==> src/rtl/regfile_wb_if.sv <==
// Write-back bus between the two result sources (ALU, load unit) and the register-file write port.
interface regfile_wb_if #(
  parameter int unsigned DATA_W = 64,
  parameter int unsigned ADDR_W = 5
);
  localparam int unsigned PPP_W = 3;
  localparam int unsigned CNT_W = 8;

  // Source A (ALU)
  logic              a_valid;
  logic [ADDR_W-1:0] a_addr;
  logic [DATA_W-1:0] a_data;
  logic [PPP_W-1:0]  a_ppp;
  logic              a_ready;

  // Source B (load unit)
  logic              b_valid;
  logic [ADDR_W-1:0] b_addr;
  logic [DATA_W-1:0] b_data;
  logic [PPP_W-1:0]  b_ppp;
  logic              b_ready;

  logic              wb_stall;

  // Register-file write port and status
  logic              wr_en;
  logic [ADDR_W-1:0] wr_addr;
  logic [DATA_W-1:0] wr_data;
  logic [PPP_W-1:0]  wr_ppp;
  logic              err_ppp;
  logic              last_grant;
  logic [CNT_W-1:0]  drop_cnt;

  modport master (
    output a_valid, a_addr, a_data, a_ppp,
    output b_valid, b_addr, b_data, b_ppp,
    output wb_stall,
    input  a_ready, b_ready,
    input  wr_en, wr_addr, wr_data, wr_ppp, err_ppp, last_grant, drop_cnt
  );

  modport slave (
    input  a_valid, a_addr, a_data, a_ppp,
    input  b_valid, b_addr, b_data, b_ppp,
    input  wb_stall,
    output a_ready, b_ready,
    output wr_en, wr_addr, wr_data, wr_ppp, err_ppp, last_grant, drop_cnt
  );
endinterface

==> src/rtl/regfile_wb_arbiter.sv <==
// Round-robin arbiter merging ALU and load-unit write-backs into one registered
// register-file write port; drops writes to r0 and writes with illegal ppp codes.
module regfile_wb_arbiter #(
  parameter int unsigned DATA_W = 64,
  parameter int unsigned ADDR_W = 5
) (
  input logic         clk,
  input logic         reset,
  regfile_wb_if.slave bus
);
  localparam int unsigned PPP_W = 3;
  localparam int unsigned CNT_W = 8;
  localparam logic [PPP_W-1:0] PPP_MAX_LEGAL = PPP_W'(4);

  typedef struct packed {
    logic [ADDR_W-1:0] addr;
    logic [DATA_W-1:0] data;
    logic [PPP_W-1:0]  ppp;
  } wb_req_t;

  wb_req_t req_a;
  wb_req_t req_b;
  wb_req_t sel;
  logic    grant_a;
  logic    grant_b;
  logic    handshake;
  logic    ppp_legal;
  logic    addr_zero;

  logic              wr_en_q;
  logic [ADDR_W-1:0] wr_addr_q;
  logic [DATA_W-1:0] wr_data_q;
  logic [PPP_W-1:0]  wr_ppp_q;
  logic              err_ppp_q;
  logic              last_grant_q;
  logic [CNT_W-1:0]  drop_cnt_q;

  always_comb begin
    req_a = '{addr: bus.a_addr, data: bus.a_data, ppp: bus.a_ppp};
    req_b = '{addr: bus.b_addr, data: bus.b_data, ppp: bus.b_ppp};
  end

  // last_grant_q=1 means B went last, so A has priority on contention.
  always_comb begin
    grant_a = 1'b0;
    grant_b = 1'b0;
    if (!reset && !bus.wb_stall) begin
      if (bus.a_valid && (!bus.b_valid || last_grant_q)) begin
        grant_a = 1'b1;
      end else if (bus.b_valid) begin
        grant_b = 1'b1;
      end
    end
  end

  always_comb begin
    handshake = grant_a | grant_b;
    sel       = grant_b ? req_b : req_a;
    ppp_legal = (sel.ppp <= PPP_MAX_LEGAL);
    addr_zero = (sel.addr == '0);
  end

  // Output register; dropped requests leave the data fields untouched.
  always_ff @(posedge clk) begin
    if (reset) begin
      wr_en_q      <= 1'b0;
      wr_addr_q    <= '0;
      wr_data_q    <= '0;
      wr_ppp_q     <= '0;
      err_ppp_q    <= 1'b0;
      last_grant_q <= 1'b1;
      drop_cnt_q   <= '0;
    end else begin
      wr_en_q   <= 1'b0;
      err_ppp_q <= 1'b0;
      if (handshake) begin
        last_grant_q <= grant_b;
        if (!ppp_legal || addr_zero) begin
          err_ppp_q <= ~ppp_legal;
          if (drop_cnt_q != '1) begin
            drop_cnt_q <= drop_cnt_q + CNT_W'(1);
          end
        end else begin
          wr_en_q   <= 1'b1;
          wr_addr_q <= sel.addr;
          wr_data_q <= sel.data;
          wr_ppp_q  <= sel.ppp;
        end
      end
    end
  end

  assign bus.a_ready    = grant_a;
  assign bus.b_ready    = grant_b;
  assign bus.wr_en      = wr_en_q;
  assign bus.wr_addr    = wr_addr_q;
  assign bus.wr_data    = wr_data_q;
  assign bus.wr_ppp     = wr_ppp_q;
  assign bus.err_ppp    = err_ppp_q;
  assign bus.last_grant = last_grant_q;
  assign bus.drop_cnt   = drop_cnt_q;
endmodule

==> src/flat_wrapper.sv <==
// flat-port wrapper written by rule: the top's interface ports become plain ports
module regfile_wb_arbiter_flat 
#(
  parameter int unsigned DATA_W = 64,
  parameter int unsigned ADDR_W = 5
)
  (clk, reset, bus_a_valid, bus_a_addr, bus_a_data, bus_a_ppp, bus_b_valid, bus_b_addr, bus_b_data, bus_b_ppp, bus_wb_stall, bus_a_ready, bus_b_ready, bus_wr_en, bus_wr_addr, bus_wr_data, bus_wr_ppp, bus_err_ppp, bus_last_grant, bus_drop_cnt);
  regfile_wb_if #(.DATA_W(DATA_W), .ADDR_W(ADDR_W)) bus_i ();
  input logic clk;
  input logic reset;
  input wire logic [$bits(bus_i.a_valid)-1:0] bus_a_valid;
  input wire logic [$bits(bus_i.a_addr)-1:0] bus_a_addr;
  input wire logic [$bits(bus_i.a_data)-1:0] bus_a_data;
  input wire logic [$bits(bus_i.a_ppp)-1:0] bus_a_ppp;
  input wire logic [$bits(bus_i.b_valid)-1:0] bus_b_valid;
  input wire logic [$bits(bus_i.b_addr)-1:0] bus_b_addr;
  input wire logic [$bits(bus_i.b_data)-1:0] bus_b_data;
  input wire logic [$bits(bus_i.b_ppp)-1:0] bus_b_ppp;
  input wire logic [$bits(bus_i.wb_stall)-1:0] bus_wb_stall;
  output wire logic [$bits(bus_i.a_ready)-1:0] bus_a_ready;
  output wire logic [$bits(bus_i.b_ready)-1:0] bus_b_ready;
  output wire logic [$bits(bus_i.wr_en)-1:0] bus_wr_en;
  output wire logic [$bits(bus_i.wr_addr)-1:0] bus_wr_addr;
  output wire logic [$bits(bus_i.wr_data)-1:0] bus_wr_data;
  output wire logic [$bits(bus_i.wr_ppp)-1:0] bus_wr_ppp;
  output wire logic [$bits(bus_i.err_ppp)-1:0] bus_err_ppp;
  output wire logic [$bits(bus_i.last_grant)-1:0] bus_last_grant;
  output wire logic [$bits(bus_i.drop_cnt)-1:0] bus_drop_cnt;
  assign bus_i.a_valid = bus_a_valid;
  assign bus_i.a_addr = bus_a_addr;
  assign bus_i.a_data = bus_a_data;
  assign bus_i.a_ppp = bus_a_ppp;
  assign bus_i.b_valid = bus_b_valid;
  assign bus_i.b_addr = bus_b_addr;
  assign bus_i.b_data = bus_b_data;
  assign bus_i.b_ppp = bus_b_ppp;
  assign bus_i.wb_stall = bus_wb_stall;
  assign bus_a_ready = bus_i.a_ready;
  assign bus_b_ready = bus_i.b_ready;
  assign bus_wr_en = bus_i.wr_en;
  assign bus_wr_addr = bus_i.wr_addr;
  assign bus_wr_data = bus_i.wr_data;
  assign bus_wr_ppp = bus_i.wr_ppp;
  assign bus_err_ppp = bus_i.err_ppp;
  assign bus_last_grant = bus_i.last_grant;
  assign bus_drop_cnt = bus_i.drop_cnt;
  regfile_wb_arbiter #(.DATA_W(DATA_W), .ADDR_W(ADDR_W)) u_core (.clk(clk), .reset(reset), .bus(bus_i));
endmodule
==> config.mk <==
export PLATFORM = sky130hd
export DESIGN_NAME = regfile_wb_arbiter_flat
export DESIGN_NICKNAME = d
export VERILOG_FILES = /design/src/rtl/regfile_wb_if.sv /design/src/rtl/regfile_wb_arbiter.sv /design/src/flat_wrapper.sv
export SDC_FILE = /design/constraint.sdc
export NUM_CORES = 1
export LEC_CHECK = 0
export ABC_AREA = 1
export ABC_CLOCK_PERIOD_IN_PS = 2400
export CORE_MARGIN = 2
export CORE_UTILIZATION = 30
export CTS_CLUSTER_DIAMETER = 80
export DETAILED_ROUTE_END_ITERATION = 12
export PLACE_DENSITY = 0.64
export SETUP_SLACK_MARGIN = 0.15
export SLEW_MARGIN = 25
export SYNTH_ARGS = -nofsm -noshare
export SYNTH_HDL_FRONTEND = slang
export SYNTH_SLANG_ARGS = --single-unit
==> constraint.sdc <==
create_clock -name clk -period 2.4 [get_ports clk]
set_clock_uncertainty 0.05 [all_clocks]
set_input_delay 0.48 -clock clk [delete_from_list [all_inputs] [get_ports clk]]
set_output_delay 0.48 -clock clk [all_outputs]
set_load 0.03 [all_outputs]
==> metrics.txt, run 1 <==
gr ovfl total=0; initial antenna violation count=1; yosys warns=0; Clk Latency, worst-skew pair=330 ps; IO Port Bufs=233; final slew viol count=0; Arr. time, crit path=2280 ps; # diodes=0; clk slew on worst S/H paths=60 ps; pwr/cell area=502 mW/mm²; dpl ws=-341 ps; drt wl/cell=13.4 µm; dpl cell area=0.00695 mm²; DP HPWL=10.5 mm; commonest cells after routing, fill and taps aside=nand2_1, clkdlybuf4s50_1, dfxtp_1, a21oi_1, inv_1; DRT Wirelength=14.9 mm; largest net degree at the start of global routing=72; CTS tree=built; syn nets=819; Hold Crit Depth=2; setup slack after layout=250 ps; static leakage=3.26 nW; part of the cycle the worst path needs=0.896; Setup TNS Final=0 ps; layout cells sized above 1=0.150; Setup crit end kind=flip-flop; maximum vdd drop=0.383 mV; Worst-Margin Slew=918 ps; Die Width=124 µm; number of remaining DRC errors=0; synthesized area=0.00431 mm²; Vias=4919; CTS root buffer=clkbuf_16; HP Class=flip-flop to flip-flop; clk buf depth=2; GRT Resource Usage Total=0.191; critical path peak fanout=5; total power=3.88 mW; Max Clk Rate=465 MHz; RSZ-0062 raised after global routing=false; CTS Buf Count=9; die area=0.0153 mm²; Sink Count=83; Final setup viols=0; global-route wire length before repair=22.7 mm; post-route cell area=0.00774 mm²; Avg Inst Size Synth=6.44 µm²; Final GP Congestion=0.774; CTS hold repair buffers=0; Cells after Synth=669; Final Hold Fails=0; outcome=complete, no violations; Netlist cell types=30; htree depth=3; die height=124 µm; #FFs+latches synth=83; # rows=43; Worst Setup Start Kind=primary input; Via density=4.42; Worst EP required=2530 ps; number of I/O pins=234; Core Area=0.0139 mm²; Fillers=1366; Nets=1078; Antenna Nets Post-Route=0; worst r2r path cells=13; vias in the first global route=4572; Worst slew margin=0.388; Iteration-0 DRC Markers=228; sequential element share of the synthesized area=0.386; fin crit period=2150 ps; commonest non-fill, non-tap cell in the layout=nand2_1; critical path class=primary input to flip-flop; router iterations before antenna repair=4; area growth from synthesis to layout=79.6%; Initial Util=0.309; Max-Cap Viols=0
-- stage by stage --
stage / utilization / instances / hold slack (ps)
after global routing: 0.555 / 1113 / 427
final: 0.555 / 1113 / 412
after CTS: 0.552 / 1112 / 413
after global placement: 0.499 / 1073 / 399
after detailed placement: 0.499 / 1073 / 404
after floorplan: - / 669 / 541
-- path summary, 6_finish.rpt --
path	slack [ps]	from	to
hold / removal	410	u_core.bus.wr_data[20]$_SDFFE_PP0P_	u_core.bus.wr_data[20]$_SDFFE_PP0P_
hold reg to reg	410	u_core.bus.wr_data[20]$_SDFFE_PP0P_	u_core.bus.wr_data[20]$_SDFFE_PP0P_
setup reg to reg	280	u_core.bus.last_grant$_SDFFE_PP1N_	u_core.bus.wr_data[34]$_SDFFE_PP0P_
setup / recovery	250	bus_b_valid	u_core.bus.wr_data[34]$_SDFFE_PP0P_
-- synthesized netlist by cell type --
cell | instances | share of area
buf_1 | 4 | 0.0035
o21ai_4 | 1 | 0.0038
nor3_1 | 3 | 0.0035
nor3_2 | 1 | 0.0023
buf_2 | 8 | 0.0093
inv_1 | 41 | 0.036
dfxtp_1 | 83 | 0.39
nor2_4 | 1 | 0.0026
o21ai_2 | 2 | 0.0041
buf_8 | 2 | 0.0070
nand3_2 | 2 | 0.0046
a21oi_4 | 1 | 0.0038
o21bai_1 | 1 | 0.0017
a21oi_1 | 47 | 0.055
ha_1 | 1 | 0.0029
nand3_1 | 6 | 0.0070
o21ai_0 | 2 | 0.0023
buf_6 | 6 | 0.016
nand2_4 | 1 | 0.0026
a21oi_2 | 20 | 0.041
xnor2_1 | 1 | 0.0020
nand4_1 | 5 | 0.0073
nor2_8 | 1 | 0.0046
nand2_2 | 21 | 0.031
nand2_1 | 361 | 0.31
buf_4 | 1 | 0.0017
xor2_1 | 4 | 0.0081
nor2_1 | 23 | 0.020
nand3b_1 | 1 | 0.0017
clkbuf_1 | 18 | 0.016
-- registers in the layout, indices dropped and copies added, names as in the netlist --
name,cells
u_core.bus.wr_en,1
u_core.bus.wr_data,64
u_core.bus.wr_ppp,3
u_core.bus.wr_addr,5
u_core.bus.drop_cnt,8
u_core.bus.err_ppp,1
u_core.bus.last_grant,1
-- worst max-delay path, stage by stage --
cell and delay, ps:
dlygate4sd2_1 200, inv_2 50, a21oi_4 190, buf_6 130
buf_6 110, nand3b_1 90, nand2_2 100, nand2_4 70
o21ai_4 180, nor2_4 60, buf_12 130, buf_12 120
bufbuf_16 260, nand2_1 50, a21oi_1 50
-- kinds of logic (layout without fill, tap and decap cells) --
| logic type | count (synthesis) | count (layout) | share of synthesized area |
|---|---|---|---|
| fa+ha+maj | 1 | 1 | 0.00290 |
| compound gates | 74 | 74 | 0.111 |
| simple gates | 426 | 428 | 0.402 |
| buf+inv | 80 | 342 | 0.0886 |
| flops | 83 | 83 | 0.386 |
| xor+xnor | 5 | 5 | 0.0102 |
-- cell type report --
class / instances / area (µm²) / area share
Timing Repair Buffer: 285 / 3010 / 0.389
Sequential cell: 83 / 1660 / 0.215
Multi-Input combinational cell: 508 / 2390 / 0.309
Clock inverter: 3 / 20.0 / 0.00259
Tap cell: 180 / 225 / 0.0291
Inverter: 41 / 154 / 0.0199
Clock buffer: 13 / 280 / 0.0362
-- power breakdown --
group	internal [mW]	leakage [nW]	switching, mW	total, mW
logic	0.553	2.44	0.492	1.04
clock network	0.813	0.144	0.549	1.36
registers	1.44	0.674	0.0364	1.48
total	2.81	3.26	1.08	3.88
-- layer usage --
| metal | global-route usage | up-vias | routed length (µm) |
|---|---|---|---|
| li1 | - | 2570 | - |
| met5 | 0 | - | 13 |
| met4 | 0.0533 | 2 | 311 |
| met1 | 0.226 | 2159 | 6120 |
| met3 | 0.0568 | 25 | 1430 |
| met2 | 0.334 | 163 | 7060 |
-- repair_timing --
| item | in CTS | in global routing |
|---|---|---|
| gates resized for setup | 24 | 13 |
| endpoints found under the setup margin | 74 | 31 |
| setup buffers | 17 | 1 |
| pin swaps | 11 | 10 |
| gates cloned | 6 | 0 |
Power figures use the tool's default switching activity.
==> run 2, diff against run 1 <==
Settings changed: ABC_CLOCK_PERIOD_IN_PS 2400 to 2200.
Clock period 2.4 ns to 2.2 ns, I/O delays scaled along.
==> metrics.txt, run 2 (synthesized netlist as in run 1, its figures left out) <==
total power=4.38 mW (+13%); fin crit period=1990 ps; post-route cell area=0.00808 mm² (+4.5%); CTS root buffer=clkbuf_16; # rows=43 (unchanged); RSZ-0062 raised after global routing=true; layout cells sized above 1=0.210 (+0.0603); Worst-Margin Slew=963 ps (+44.8 ps); Vias=4901 (-0.37%); commonest non-fill, non-tap cell in the layout=nand2_1; Nets=1091 (+1.2%); IO Port Bufs=233 (unchanged); htree depth=3 (unchanged); critical path peak fanout=8 (+3); Setup TNS Final=0 ps (unchanged); maximum vdd drop=0.372 mV (-3.0%); Worst slew margin=0.358 (-0.0299); Sink Count=83 (unchanged); Buf/Inv on CP=4 (-3); Final Hold Fails=0 (unchanged); area growth from synthesis to layout=87.7%; family with the most delay on the worst path=buffers and inverters; vias in the first global route=4647 (+1.6%); GRT Resource Usage Total=0.195 (+0.00372); clk slew on worst S/H paths=60 ps (about the same); Die Width=124 µm (unchanged); Final setup viols=0 (unchanged); slowest CP cell=dfxtp_4; Iteration-0 DRC Markers=217 (-4.8%); global-route wire length before repair=22.9 mm (+0.73%); DRT Wirelength=15.5 mm (+3.5%); pwr/cell area=542 mW/mm² (+8.0%); Setup crit end kind=flip-flop; die height=124 µm (unchanged); CP cell instances=a21oi_4 > buf_6 > nand2_8 > nand2_4 > nand2_4 > buf_6 > nand2_2 > nor2_1 > nand2_1 > nand3_4 > clkbuf_16 > clkbuf_16 > nand2_4 > a21oi_2; critical path class=flip-flop to flip-flop; Worst EP required=2330 ps (-200 ps); number of remaining DRC errors=0 (unchanged); Max Clk Rate=503 MHz; final hold slack=409 ps (-2.34 ps); Final GP Congestion=0.777 (+0.49%); DP HPWL=10.2 mm (-2.8%); die area=0.0153 mm² (unchanged); gr ovfl total=0 (unchanged); Max-Cap Viols=0 (unchanged); CTS tree=built; Clk Latency, worst-skew pair=330 ps (about the same); largest net degree at the start of global routing=72 (unchanged); number of I/O pins=234 (unchanged); HP Class=flip-flop to flip-flop; dpl cell area=0.00696 mm² (+0.23%); CP dominant cell by count=nand2_4; Arr. time, crit path=2120 ps (-160 ps); CTS Buf Count=9 (unchanged); Fillers=1325 (-3.0%); outcome=complete, no violations; static leakage=3.39 nW (+4.2%); Worst Setup Start Kind=flip-flop; Antenna Nets Post-Route=0 (unchanged); router iterations before antenna repair=4 (unchanged); commonest cells after routing, fill and taps aside=nand2_1, clkdlybuf4s50_1, dfxtp_1, nand2_2, a21oi_1; Largest register FFs=64 (unchanged); slowest stage delay, CP=360 ps (+100 ps); drt wl/cell=13.7 µm (+2.2%); part of the cycle the worst path needs=0.904; Core Area=0.0139 mm² (unchanged); clk buf depth=2 (unchanged); initial antenna violation count=1 (unchanged); Via density=4.35 (-1.6%); final slew viol count=0 (unchanged); Initial Util=0.309 (unchanged)
-- run 2: cell type report --
type | count | area [µm²] | share of cell area
Inverter | 41 | 154 | 0.0190
Clock inverter | 1 | 30.0 | 0.00371
Antenna cell | 1 | 2.50 | 0.000310
Multi-Input combinational cell | 507 | 2540 | 0.315
Timing Repair Buffer | 299 | 3190 | 0.394
Tap cell | 180 | 225 | 0.0279
Clock buffer | 15 | 278 | 0.0344
Sequential cell | 83 | 1670 | 0.206
-- run 2: path summary, 6_finish.rpt --
path	cells after the start	start	endpoint	slack [ps]
setup / recovery	14	u_core.bus.last_grant$_SDFFE_PP1N_	u_core.bus.wr_data[19]$_SDFFE_PP0P_	210
hold / removal	2	u_core.bus.wr_data[11]$_SDFFE_PP0P_	u_core.bus.wr_data[11]$_SDFFE_PP0P_	410
setup reg to reg	14	u_core.bus.last_grant$_SDFFE_PP1N_	u_core.bus.wr_data[19]$_SDFFE_PP0P_	210
hold reg to reg	2	u_core.bus.wr_data[11]$_SDFFE_PP0P_	u_core.bus.wr_data[11]$_SDFFE_PP0P_	410
-- run 2: power by group --
group          switching, mW  total, mW  internal, mW
Sequential            0.0466       1.62          1.57
Clock                  0.584       1.56         0.974
Combinational          0.562       1.20         0.641
Total                   1.19       4.38          3.19
-- run 2: timing repair --
item | CTS | global route
setup buffers | 18 | 6
setup endpoints to repair | 82 | 77
resized for setup | 36 | 71
cloned | 7 | 5
hold buffers | 0 | 0
pin swaps | 13 | 26
-- run 2: routing by layer --
| metal | part of all wire | track usage | wire [µm] |
|---|---|---|---|
| met5 | 0 | 0 | 0 |
| met4 | 0.026 | 0.0803 | 399 |
| met3 | 0.082 | 0.0481 | 1270 |
| met2 | 0.47 | 0.333 | 7320 |
| met1 | 0.42 | 0.232 | 6470 |
-- run 2: metrics by stage --
stage                     utilization  std cells  setup slack, ps
final                           0.580       1127              211
after global routing            0.580       1126              123
after CTS                       0.552       1115              187
after detailed placement        0.500       1074             -451
after global placement          0.500       1074             -348
after floorplan                     -        669              163
-- run 2: worst min-delay path, stage by stage, from the launching register on --
cell     delay (ps)
dfxtp_1         310
nand2_1          60
a21oi_1          50
==> run 3, diff against run 2 <==
--- a/config.mk
+++ b/config.mk
@@ -9,2 +9,3 @@
 export ABC_CLOCK_PERIOD_IN_PS = 2200
+export CAP_MARGIN = 25
 export CORE_MARGIN = 2
@@ -14,3 +15,2 @@
 export PLACE_DENSITY = 0.64
-export SETUP_SLACK_MARGIN = 0.15
 export SLEW_MARGIN = 25
==> constraint.sdc (replaced) <==
create_clock -name clk -period 2.2 [get_ports clk]
set_clock_uncertainty 0.05 [all_clocks]
set_input_delay 0.55 -clock clk [delete_from_list [all_inputs] [get_ports clk]]
set_output_delay 0.55 -clock clk [all_outputs]
set_load 0.03 [all_outputs]
==> metrics.txt, run 3 (synthesized netlist as in run 1, its figures left out) <==
Worst Setup Start Kind=primary input; Final setup viols=0 (unchanged); CTS tree=built; clk slew on worst S/H paths=60 ps (about the same); Core Area=0.0139 mm² (unchanged); Largest register FFs=64 (unchanged); Die Width=124 µm (unchanged); Via density=4.37 (+0.47%); router iterations before antenna repair=4 (unchanged); die height=124 µm (unchanged); Max Clk Rate=477 MHz (-5.1%); Final Hold Fails=0 (unchanged); Fillers=1362 (+2.8%); final hold slack=409 ps (-0.845 ps); CTS root buffer=clkbuf_16; Antenna Nets Post-Route=0 (unchanged); htree depth=3 (unchanged); gr ovfl total=0 (unchanged); slowest stage delay, CP=200 ps (-160 ps); drt wl/cell=13.9 µm (+1.4%); # diodes=0 (-1); fin crit period=2100 ps (+107 ps); met2 usage=0.339 (+0.00515); slowest CP cell=a21oi_4; critical path peak fanout=6 (-2); Nets=1088 (-0.27%); HP Class=flip-flop to flip-flop; commonest cells after routing, fill and taps aside=nand2_1, clkdlybuf4s50_1, dfxtp_1, a21oi_1, nand2_2; RR Endpoint=u_core.bus.wr_data[42]$_SDFFE_PP0P_; total power=4.09 mW (-6.6%); Arr. time, crit path=2240 ps (+120 ps); area growth from synthesis to layout=81.2%; Worst slew margin=0.497 (+0.139); dpl ws=-525 ps (-74.1 ps); multi-input logic area=0.00236 mm² (-7.2%); Initial Util=0.309 (unchanged); static leakage=3.31 nW (-2.4%); Hold Path Sink=u_core.bus.wr_data[13]$_SDFFE_PP0P_; CTS hold repair buffers=0 (unchanged); maximum vdd drop=0.334 mV (-10%); part of the cycle the worst path needs=0.953 (+0.0488); Iteration-0 DRC Markers=209 (-3.7%); met1 Use GR=0.223 (-0.00885); vias in the first global route=4524 (-2.6%); Max-Cap Viols=0 (unchanged); number of remaining DRC errors=0 (unchanged); GRT Resource Usage Total=0.194 (-0.000642); CP dominant cell by count=nand2_2; worst r2r path cells=15 (+1); Hold Crit Depth=2 (unchanged); worst r2r src=u_core.bus.last_grant$_SDFFE_PP1N_; flop2flop setup slack=110 ps (-100 ps); global-route wire length before repair=22.8 mm (about the same); Buf/Inv on CP=6 (+2); min-delay src=u_core.bus.wr_data[13]$_SDFFE_PP0P_; CTS Buf Count=9 (unchanged); met3 GRT Util=0.0623 (+0.0142); Clk Latency, worst-skew pair=340 ps (about the same); DP HPWL=10.6 mm (+3.9%); critical path class=primary input to flip-flop; # rows=43 (unchanged); gr busiest metal=met2; setup slack after layout=104 ps (-107 ps); die area=0.0153 mm² (unchanged); DRT Wirelength=15.6 mm (+0.70%); pwr/cell area=525 mW/mm² (-3.2%); Sink Count=83 (unchanged); CP cell instances=buf_2 > a21oi_4 > nand2_4 > buf_12 > buf_6 > nand2_2 > nand2_2 > nand2_2 > buf_4 > nor2_1 > nand2_1 > nand3_4 > clkbuf_16 > clkbuf_16 > nand2_2 > a21oi_2; outcome=complete, no violations; initial antenna violation count=0 (-1); Worst-Margin Slew=754 ps (-208 ps); Vias=4889 (-0.24%); largest net degree at the start of global routing=61 (-15%); Final GP Congestion=0.777 (-0.10%); IO Port Bufs=233 (unchanged); clk buf depth=2 (unchanged); Setup crit end kind=flip-flop; FF+latch area=0.00166 mm² (-0.15%); Worst EP required=2350 ps (+20 ps); layout cells sized above 1=0.166 (-0.0442); family with the most delay on the worst path=buffers and inverters; final slew viol count=0 (unchanged); number of I/O pins=234 (unchanged); commonest non-fill, non-tap cell in the layout=nand2_1
## run 3: changes by cell type in the layout (fill, tap and decap cells not counted), sizes merged
cell         change
clkbuf           -5
clkinv           +1
dlygate4sd2      -1
bufinv           -1
nand2            -1
diode            -1
## run 3: final cells by class
| type | instances | share of cell area |
|---|---|---|
| clock inverters | 1 | 0.000641 |
| clock buffers | 11 | 0.0298 |
| repair buffers | 297 | 0.405 |
| inverters | 41 | 0.0197 |
| multi-input cells | 506 | 0.302 |
| flip-flops and latches | 83 | 0.213 |
| well taps | 180 | 0.0289 |
## run 3: how the worst max path moves through the flow
stage	startpoint	endpoint	slack, ps	depth (start not counted)
after CTS	bus_b_valid	bus_a_ready	90	7
after floorplan	bus_b_valid	u_core.bus.wr_data[0]$_SDFFE_PP0P_	20	11
after detailed placement	bus_wb_stall	u_core.bus.wr_data[14]$_SDFFE_PP0P_	-520	13
final	bus_a_valid	u_core.bus.wr_data[42]$_SDFFE_PP0P_	100	16
after global placement	bus_wb_stall	u_core.bus.drop_cnt[5]$_SDFFE_PP0P_	-470	12
after global routing	u_core.bus.last_grant$_SDFFE_PP1N_	u_core.bus.wr_data[54]$_SDFFE_PP0P_	-2	15
## run 3: worst reg2reg max path: stages (launching register included)
cell	delay [ps]
dfxtp_2	350
a21oi_4	180
nand2_4	90
buf_12	140
buf_6	120
nand2_2	60
nand2_2	60
nand2_2	80
buf_4	100
nor2_1	30
nand2_1	110
nand3_4	110
clkbuf_16	180
clkbuf_16	170
nand2_2	70
a21oi_2	50
## run 3: metal layers
layer / vias to the layer above / part of all wire
li1: 2580 / -
met1: 2145 / 0.42
met2: 149 / 0.47
met3: 15 / 0.092
met4: 0 / 0.015
met5: - / 0
## run 3: report_power, final
group	internal (mW)	switching [mW]
Clock	0.738	0.581
Combinational	0.619	0.542
Sequential	1.57	0.0411
Total	2.93	1.16
## run 3: what timing repair did
item	in CTS	in global routing
resized for setup	43	17
setup endpoints to repair	81	53
buffers inserted	15	2
gates cloned	6	7
pin swaps	8	5
## run 3: per-stage QoR
stage / util / instances / cell area (µm²) / setup TNS, ps
6_report: 0.560 / 1119 / 7800 / 0
5_1_grt: 0.560 / 1119 / 7800 / -2.42
4_1_cts: 0.546 / 1110 / 7610 / 0
3_5_place_dp: 0.499 / 1077 / 6960 / -38700
3_3_place_gp: 0.499 / 1077 / 6960 / -34500
2_1_floorplan: - / 669 / 4320 / 0
